### src/rtl/lighthouse_sensor_scheduler.sv
// lighthouse_sensor_scheduler: detects new per-sensor lighthouse results, queues them
// tagged with the sensor index through a round-robin arbiter into a shared FIFO, and
// exposes the queue, status and enable mask on an Avalon slave.
// Ports: clock/reset (sync, active-high); Avalon address/write/writedata/read/readdata/
// waitrequest; sensor_data_i carries sensor i's combined_data at [32*i+31:32*i].
module lighthouse_sensor_scheduler #(
  parameter int NUM_SENSORS = 9,
  parameter int FIFO_DEPTH  = 16,
  parameter int ID_W        = 4
) (
  input  logic                     clock,
  input  logic                     reset,
  input  logic [3:0]               address,
  input  logic                     write,
  input  logic [31:0]              writedata,
  input  logic                     read,
  output logic [31:0]              readdata,
  output logic                     waitrequest,
  input  logic [NUM_SENSORS*32-1:0] sensor_data_i
);

  localparam int AW = (FIFO_DEPTH > 1) ? $clog2(FIFO_DEPTH) : 1;
  localparam int CW = AW + 1;
  localparam int EW = ID_W + 32;
  localparam logic [31:0] EMPTY_WORD = 32'hDEAD_BEEF;

  // Per-sensor tracking
  logic [31:0]            shadow [NUM_SENSORS];
  logic [31:0]            hold   [NUM_SENSORS];
  logic [NUM_SENSORS-1:0] pending;
  logic [NUM_SENSORS-1:0] pending_next;
  logic [NUM_SENSORS-1:0] enable_mask;
  logic [NUM_SENSORS-1:0] change;
  logic [NUM_SENSORS-1:0] lost;

  // Arbiter
  logic [ID_W-1:0] rr_ptr;
  logic [ID_W-1:0] gnt_id;
  logic [ID_W-1:0] cand;
  logic            grant;

  // Lost-event counter
  logic [15:0] lost_count;
  logic [4:0]  lost_inc;
  logic [16:0] lost_sum;

  // Event FIFO
  logic [EW-1:0] mem [FIFO_DEPTH];
  logic [AW-1:0] wr_ptr;
  logic [AW-1:0] rd_ptr;
  logic [CW-1:0] count;
  logic          fifo_empty;
  logic          fifo_full;
  logic [EW-1:0] head;
  logic [ID_W-1:0] head_id;

  // Avalon decode
  logic flush;
  logic pop;

  wire unused_wdata = ^writedata[31:NUM_SENSORS];

  assign waitrequest = 1'b0;

  assign fifo_empty = (count == '0);
  assign fifo_full  = (count == CW'(FIFO_DEPTH));
  assign head       = mem[rd_ptr];
  assign head_id    = fifo_empty ? '0 : head[EW-1:32];

  assign flush = write && (address == 4'd3);
  assign pop   = read && (address == 4'd0) && !fifo_empty && !flush;

  // Round-robin search starting at rr_ptr. A flush suppresses the push.
  always_comb begin
    grant  = 1'b0;
    gnt_id = '0;
    cand   = '0;
    if (!fifo_full && !flush) begin
      for (int k = 0; k < NUM_SENSORS; k++) begin
        cand = ID_W'((int'(rr_ptr) + k) % NUM_SENSORS);
        if (!grant && pending[cand]) begin
          grant  = 1'b1;
          gnt_id = cand;
        end
      end
    end
  end

  // Change detection, pending update and loss accounting.
  // A sensor granted in the same cycle it changes again pushes the old hold value
  // and re-arms pending with the new one; that is not a loss.
  always_comb begin
    change       = '0;
    lost         = '0;
    lost_inc     = '0;
    pending_next = pending;
    for (int i = 0; i < NUM_SENSORS; i++) begin
      change[i] = (sensor_data_i[32*i +: 32] != shadow[i]);
    end
    if (grant) begin
      pending_next[gnt_id] = 1'b0;
    end
    for (int i = 0; i < NUM_SENSORS; i++) begin
      if (change[i] && enable_mask[i]) begin
        pending_next[i] = 1'b1;
        lost[i] = pending[i] && !(grant && (gnt_id == ID_W'(i)));
      end
      lost_inc = lost_inc + 5'(lost[i]);
    end
    if (flush) begin
      pending_next = '0;
    end
    lost_sum = {1'b0, lost_count} + 17'(lost_inc);
  end

  always_ff @(posedge clock) begin
    if (reset) begin
      for (int i = 0; i < NUM_SENSORS; i++) begin
        shadow[i] <= '0;
        hold[i]   <= '0;
      end
      pending     <= '0;
      enable_mask <= '1;
      rr_ptr      <= '0;
      lost_count  <= '0;
      wr_ptr      <= '0;
      rd_ptr      <= '0;
      count       <= '0;
    end else begin
      // Shadow always tracks, so re-enabling a sensor never replays a stale value.
      for (int i = 0; i < NUM_SENSORS; i++) begin
        if (change[i]) begin
          shadow[i] <= sensor_data_i[32*i +: 32];
          if (enable_mask[i] && !flush) begin
            hold[i] <= sensor_data_i[32*i +: 32];
          end
        end
      end
      pending <= pending_next;

      if (write && (address == 4'd2)) begin
        enable_mask <= writedata[NUM_SENSORS-1:0];
      end

      if (grant) begin
        rr_ptr <= (gnt_id == ID_W'(NUM_SENSORS - 1)) ? '0 : gnt_id + 1'b1;
      end

      if (flush) begin
        lost_count <= '0;
        wr_ptr     <= '0;
        rd_ptr     <= '0;
        count      <= '0;
      end else begin
        lost_count <= lost_sum[16] ? 16'hFFFF : lost_sum[15:0];
        if (grant) begin
          wr_ptr <= wr_ptr + 1'b1;
        end
        if (pop) begin
          rd_ptr <= rd_ptr + 1'b1;
        end
        count <= count + CW'(grant) - CW'(pop);
      end
    end
  end

  // Storage needs no reset; validity is tracked by count.
  always_ff @(posedge clock) begin
    if (grant) begin
      mem[wr_ptr] <= {gnt_id, hold[gnt_id]};
    end
  end

  always_comb begin
    readdata = EMPTY_WORD;
    case (address)
      4'd0: readdata = fifo_empty ? EMPTY_WORD : head[31:0];
      4'd1: readdata = {lost_count, 8'(count), fifo_empty, fifo_full, 2'b00, 4'(head_id)};
      4'd2: readdata = 32'(enable_mask);
      4'd3: readdata = 32'h0;
      default: readdata = EMPTY_WORD;
    endcase
  end

endmodule

### config.mk
export PLATFORM = sky130hd
export DESIGN_NAME = lighthouse_sensor_scheduler
export DESIGN_NICKNAME = d
export VERILOG_FILES = /design/src/rtl/lighthouse_sensor_scheduler.sv
export SDC_FILE = /design/constraint.sdc
export NUM_CORES = 2
export LEC_CHECK = 0
export CAP_MARGIN = 10
export CORE_MARGIN = 3
export CORE_UTILIZATION = 45
export DETAILED_ROUTE_END_ITERATION = 7
export PLACE_DENSITY = 0.67
export SYNTH_ARGS = -nofsm -noshare
export SYNTH_HDL_FRONTEND = slang
export SYNTH_SLANG_ARGS = --single-unit
### constraint.sdc
create_clock -name clock -period 33.1 [get_ports clock]
set_input_delay 6.62 -clock clock [delete_from_list [all_inputs] [get_ports clock]]
set_output_delay 6.62 -clock clock [all_outputs]
set_load 0.01 [all_outputs]
# Word-level counts from Yosys, hierarchy flattened

Memories as Yosys holds them, arrays and structs flattened. A register that Yosys moved wholly into a read port is not among the register bits.
Cells that the tools add are included.

RAM bits: 1152
Bits of input ports: 328
Output and inout port bits: 33
Flip-flop bits (word level): 51
Memories: 3
Word-level logic and storage cells: 344

Memory list:

| name   | depth | bits a word | rd ports | clocked after memory_dff | write ports | RTL line | RTL |
|---|---|---|---|---|---|---|---|
| mem    | 16    | 36          | 1        | 1                        | 1           | 48       | `logic [EW-1:0] mem [FIFO_DEPTH];` |
| hold   | 9     | 32          | 1        | 0                        | 9           | 29       | `logic [31:0] hold [NUM_SENSORS];` |
| shadow | 9     | 32          | 9        | 0                        | 9           | 28       | `logic [31:0] shadow [NUM_SENSORS];` |

Eq/ne operators: 21
$lt $le $gt $ge: 11
Bitwise logic cells: 20
Reductions and logical operators: 84
$add $sub $neg: 22
Divide/modulo/power cells: 9
Multiplexer cells: 159

Operator list:

| kind                    | count |
|---|---|
| $mux W32                | 19 |
| $ne A32 B32 Y1          | 9 |
| $mod A32 B5 Y32 const B | 8 |
| $pmux W32 S4            | 1 |
| $mux W1                 | 113 |
| $mux W4                 | 14 |
| $logic_and A1 B1 Y1     | 51 |
| $lt A4 B5 Y1 const B    | 10 |
| $bmux W1 S4             | 9 |
| $mod A5 B5 Y32 const B  | 1 |
| $add A5 B1 Y5           | 5 |
| $add A4 B3 Y5 const B   | 4 |
| $logic_not A1 Y1        | 20 |
| $or A1 B1 Y1            | 18 |
| $reduce_bool A2 Y1      | 9 |
| $add A16 B5 Y17         | 1 |
| $eq A4 B2 Y1 const B    | 4 |
| $eq A4 B3 Y1 const B    | 4 |
| $mux W16                | 1 |
| $add A4 B1 Y4 const B   | 3 |
| $add A4 B2 Y5 const B   | 2 |
| $and A9 B9 Y9           | 1 |
| $mux W9                 | 1 |
| $not A9 Y9              | 1 |
| other kinds (15)        | 17 |

# Depth between registers and ports, before layout

Depth after elaboration: 52
Depth in mapped cells: 50
Gate-level depth less buffers: 43

# Least setup slack after synthesis

No wires, ideal clock.

Path kind: input -> output
Start: input address[3]
End: output readdata[29]
Required time: 26480 ps
Cell stages on the path: 4
Data arrival time: 8005 ps
Setup slack: 18475 ps
Path buffers: 1
Cell sequence: or2_2 clkbuf_1 nor4_1 a22o_1

Cells in the longest elaborated chain, start to end: 2
Elaborated cells on any way between the ends: 5
Classes of those cells: eq/ne (3); mux (1); reduce/logical (1)

Ends and longest elaborated chain:

| item                                 | RTL line | RTL |
|---|---|---|
| from (decl)                          | 13       | `input logic [3:0] address,` |
| $eq A4 B2 Y1 (tied with other cells) | 176      | `case (address)` |
| $pmux W32 S4 *                       | 176      |  |
| to (decl)                            | 17       | `output logic [31:0] readdata,` |

Every way passes the cells marked *; elsewhere a longest branch is shown, timed or not.

# Worst setup path in the final report

Start: input address[3]
End: output readdata[8]

Same word-level chain as after synthesis.

==> impl_metrics.ini <==
[outcome]
outcome = completed

[yosys]
synth.yosys.warnings = 0
synth.area.top_cells = edfxtp_1 61%, mux4_2 7.3%, xnor2_1 4.9%
synth_area_per_cell_sq_um = 14.7
syn_area_sq_um = 57000
area_share_of_and_or_nand_nor_cells_after_synthesis_pct = 11.8
yosysTopAreaCell = edfxtp_1
syn_inst = 3885
syn_nets = 4291
async_flop_share_pct = 0
synth_top_family_by_area = simple AND/OR/NAND/NOR gates
parity_gate_share_of_the_synthesized_area_counting_xor_and_xnor_cells_pct = 5.35
synth-edff-count = 1152
synth.yosys.seq_area_share_pct = 62.6
synth_seq_cells = 1207
synthAdderAreaFrac_pct = 1.80
synth_cell_type_count = 116
synth.top_cells.by_count = 1152 x edfxtp_1, 319 x xnor2_1, 305 x nor2b_1
prevailing_post_synth_register_cell = edfxtp_1
synth-compound-area-share_pct = 5.91
synth_top_area_share_pct = 60.7
synth_most_common_cell = edfxtp_1
muxShareOfSynthArea_pct = 10.5

[routing]
finalWirelength_microns = 156000
antenna_left = 0
drt_first_pass_iters = 7
wl_per_cell_microns = 26.3
route.vias.total = 34400
dr_iter_0_viols = 3569
via_per_inst = 5.79
detail_route.drc_violations = 0

[sta]
maximum_clock_frequency_ghz = 0.0617
timing_hold_violations_final = 0
report.final.setup_viol = 0
rsz_0062_raised_after_global_routing = no
tightest_slew_ns = 1.39
relSlewSlack_pct = 7.56
fin_skew_ns = 0.0330
finalSetupTns_ns = 0
fin_worst_hold_slack_ns = 0.521
timing.final.crit_period_ns = 16.21
timing_max_transition_violations_final = 0
final_min_period_over_clock_period_pct = 49.0

[power_and_ir_drop]
total_power_mw = 7.78
intPower_mw = 4.63
vdd_ir_drop_max_mv = 0.135
clock_power_share_pct = 17.8
power.switching_fraction_pct = 40.5
cellPowerDensity_nw_per_um2 = 118
share_comb_of_total_power_pct = 45.0
leakagePower_nw = 22.9
netSwitchingPower_mw = 3.15
seq_power_share_pct = 37.2

[clocking]
clk_pin_slew_worst_paths_ns = 0.06
number_of_buffers_created_by_cts = 130
clk_root_buffer_cell = clkbuf_16
clock_tree.htree_level_count = 4
cts.path.max_buffers = 3
insertion_delay_ns = 0.75
cts.sinks = 1207
post_cts_hold_buffer_count = 0
post_cts_gate_resize_count = 0
tritoncts_clock_tree = yes
post-cts-setup-buffers = 0

[finish]
final_util_pct = 53.0
regArea_sq_um = 35700
area.growth.synth_to_final_pct = 16.0
fin_nets = 4590
area_used_by_multi_input_combinational_logic_sq_um = 20300
layout.filler_cells = 10200
drive_above_1_share_pct = 12.2
final_cell_area_sq_um = 66100

[run]
max_cap_violations = 0

[setup_path]
path_depth = 6
worst-setup-path-type = input port to output pin
critPathRequiredTime_ns = 26.48
timing.critical_path.slowest_stage_cell = nor4_2
path_buf_inv = 2
crit_chain = clkdlybuf4s50_1, or2_2, nor4_2, nand2_1, o21ai_0, clkdlybuf4s50_1
cp_data_arrival_time_ns = 9.59
timing.critical_path.mode_cell = clkdlybuf4s50_1
worst_path_largest_cell_delay_ns = 0.90
critical-path-top-delay-family = simple AND/OR/NAND/NOR gates
critPathCaptureType = output pin
worst_setup_path_start_kind = input port
timing.reg2reg.worst_path_depth = 40
timing.critical_path.fanout_max = 9

[placement]
port_buffers = 336
place.gp.congestion = 0.923
placedInstanceArea_sq_um = 62000
dp_hpwl_microns = 105000

[floorplanning]
die_area_sq_um = 131000
die_x_microns = 362
die-height_microns = 362
initial_utilization_pct = 45.7
io_pins = 361
fp.coreArea_sq_um = 125000
fp-row-count = 129

[min_path]
timing.hold.worst_path_depth = 2
worstHoldPathType = flip-flop to flip-flop

[global_routing]
pin_count_of_the_biggest_net_entering_global_routing = 289
groute.usage.overall_pct = 23.5
antenna_found_initial = 25
grt_overflow = 0
grt_pass1_wl_microns = 227000
vias_in_the_first_global_route = 33700
==> placed cells by master, fill, tap and decap left out, drive strengths merged, types with 104 or more instances in the layout <==
| master | n |
|---|---|
| and2 | 295 |
| nor2 | 104 |
| edfxtp | 1152 |
| clkdlybuf4s50 | 335 |
| nor2b | 305 |
| xnor2 | 326 |
| mux2i | 160 |
| clkbuf | 164 |
| mux4 | 185 |
| nand2 | 138 |
==> area by class of cell <==
type / instances / area share [%]
Inverter: 66 / 0.375
Multi-Input combinational cell: 2398 / 30.7
Clock buffer: 164 / 5.27
Timing Repair Buffer: 381 / 5.65
Clock inverter: 70 / 0.846
Tap cell: 1637 / 3.10
Sequential cell: 1207 / 54.0
Antenna cell: 16 / 0.0605
==> sequential cells by signal, indices dropped and copies added, names as in the netlist, named ones only <==
register	count
mem	576
hold	288
shadow	288
lost_count	16
enable_mask	9
pending	9
count	5
rd_ptr	4
rr_ptr	4
wr_ptr	4
==> power by group through the flow <==
stage               Combinational (mW)  Clock (mW)  Sequential [mW]
finish                            3.50        1.38             2.90
global route                      3.72        1.46             2.91
CTS                               3.45        1.40             2.90
detailed placement                3.43           0             2.93
global placement                  3.35           0             2.92
floorplan                         2.19           0             2.88
==> per-layer routing <==
layer  global-route usage [%]  vias up  part of all wire, %
li1                         -    15300                    -
met1                     33.1    17300                   42
met2                     36.3     1494                   46
met3                     4.86      225                  8.7
met4                     8.63       14                  3.5
met5                        0        -                0.050
==> worst paths after layout <==
| check | endpoint | from | slack (ns) |
|---|---|---|---|
| min | flip-flop | rd_ptr[3]$_SDFFE_PP0P_ | 0.52 |
| min reg2reg | flip-flop | rd_ptr[3]$_SDFFE_PP0P_ | 0.52 |
| max reg2reg | lost_count[0]$_SDFF_PP0_ | rr_ptr[0]$_SDFFE_PP0P_ | 20.62 |
| max | readdata[8] | address[3] | 16.89 |
==> metrics by stage <==
stage	instances	setup WS [ns]
floorplan	3885	18.48
global placement	5689	16.98
detailed placement	5689	16.96
CTS	5923	16.94
global route	5926	16.86
finish	5939	16.89
==> tightest hold or removal path: cells and delay by family (launching register included) <==
| family | cells | cell delay, ns |
|---|---|---|
| and+or+nand+nor | 1 | 0.10 |
| DFF | 1 | 0.32 |
| xor gates and xnor gates | 1 | 0.06 |
==> cells by family after synthesis <==
| family | count (synthesis) |
|---|---|
| AO/OA/AOI/OAI | 464 |
| XOR/XNOR | 340 |
| adder cells (fa/ha/maj) | 78 |
| buffers and inverters | 280 |
| flip-flops | 1207 |
| multiplexers | 362 |
| other | 1 |
| AND/OR/NAND/NOR | 1153 |
Power figures use the tool's default switching activity.
==> patch, RTL diff (same settings) <==
Set the parameter `ID_W` to 3 (it was 4).
--- a/src/rtl/lighthouse_sensor_scheduler.sv
+++ b/src/rtl/lighthouse_sensor_scheduler.sv
@@ -7,5 +7,5 @@
   parameter int NUM_SENSORS = 9,
   parameter int FIFO_DEPTH  = 16,
-  parameter int ID_W        = 4
+  parameter int ID_W        = 3
 ) (
   input  logic                     clock,
Check against the original RTL: not settled (the Yosys comparison gave no result); the edit may change what the design does.
==> patch against the original RTL <==
- synthesized area down 5.9%
- register-to-register slack improved by 1.4 ns
- cell area down 5.1%
- worst setup slack better by 0.45 ns
- final cell count is 4.5% lower
- critical path type unchanged
- power is 29% lower
- count of clock-buffer cells in the layout down 26
- largest power group is now registers
- die area fell by 5.8%
- wire length decreased by 5.7%
- sequential cell count is 49 lower
==> patch: results (changes against the original RTL) <==
Run status
  – Outcome: complete, no violations

Critical path
  – Max incr delay on CP: 1.18 ns (+0.28 ns)
  – Top Family by Delay on Critical Path: buffers and inverters
  – Critical path arrival: 9.14 ns (-0.45 ns)
  – Slowest cell on crit path: clkdlybuf4s50_1

Final layout
  – Top Registers: mem (560), shadow (288), hold (256)

Logic synthesis
  – Post-synth EDFFs: 1104 (-4.2%)
  – Synth area leaders: edfxtp_1 62%, mux4_2 7.1%, and2_1 3.5%
  – Post-synthesis xor/xnor area fraction: 0.05111 (-0.002376)

Detailed routing
  – Metal3 WL: 13.74 mm (+1.5%)
  – DR pass1 iterations: 6 (-1)
  – Starting DRT DRC Count: 3758 (+5.3%)
  – Routed via count: 32740 (-4.8%)
  – Final wirelength: 147.1 mm (-5.7%)

Power
  – P_leak: 21.81 nW (-4.8%)

Global route
  – Met2 Use GR: 0.3706 (+0.007365)
  – Vias in the first global route: 31840 (-5.4%)
  – Gr usage total: 0.2368 (+0.001587)
  – GRT met3 Usage: 0.05258 (+0.004027)
  – First-pass GRT wire length: 213.6 mm (-5.8%)

STA
  – Crit path time final: 15.76 ns (-0.4471 ns)
  – Post-Route Skew: 0.04256 ns (+0.009546 ns)
  – Worst Hold Margin: 0.4978 ns (-0.02359 ns)

Placed design
  – Place WS: 17.40 ns (+0.4425 ns)
  – Post-Place Cells: 5423 (-4.7%)
  – Area after DPL: 58720 sq um (-5.4%)
## patch: cell count changes after synthesis, sizes merged, moves of 27 or more
| cell | change |
|---|---|
| a2bb2oi | +61 |
| edfxtp | -48 |
| xnor2 | -154 |
| xor2 | +127 |
| a211o | -32 |
| a21oi | -37 |
| clkbuf | +42 |
| o221ai | +30 |
| ha | -33 |
| mux2i | -74 |
| o211ai | +65 |
| nand4 | -27 |
## patch: cell type report
cell class	instances	share of cell area
Sequential cell	1158	0.5454
Timing Repair Buffer	413	0.06329
Tap cell	1536	0.03061
Clock buffer	138	0.04924
Multi-Input combinational cell	2251	0.2925
Inverter	71	0.004264
Clock inverter	83	0.01391
Antenna cell	20	0.0007971
## patch: power by group
part	switching (mW)	leakage, nW	internal (mW)
clock network	0.566	1.94	0.799
logic	1.30	8.35	0.599
registers	0.0530	11.5	2.23
## patch: worst min-delay path, cell delays in order, from the launching register on
cell     delay [ns]
dfxtp_1        0.34
nor2_1         0.05
nor2_1         0.07
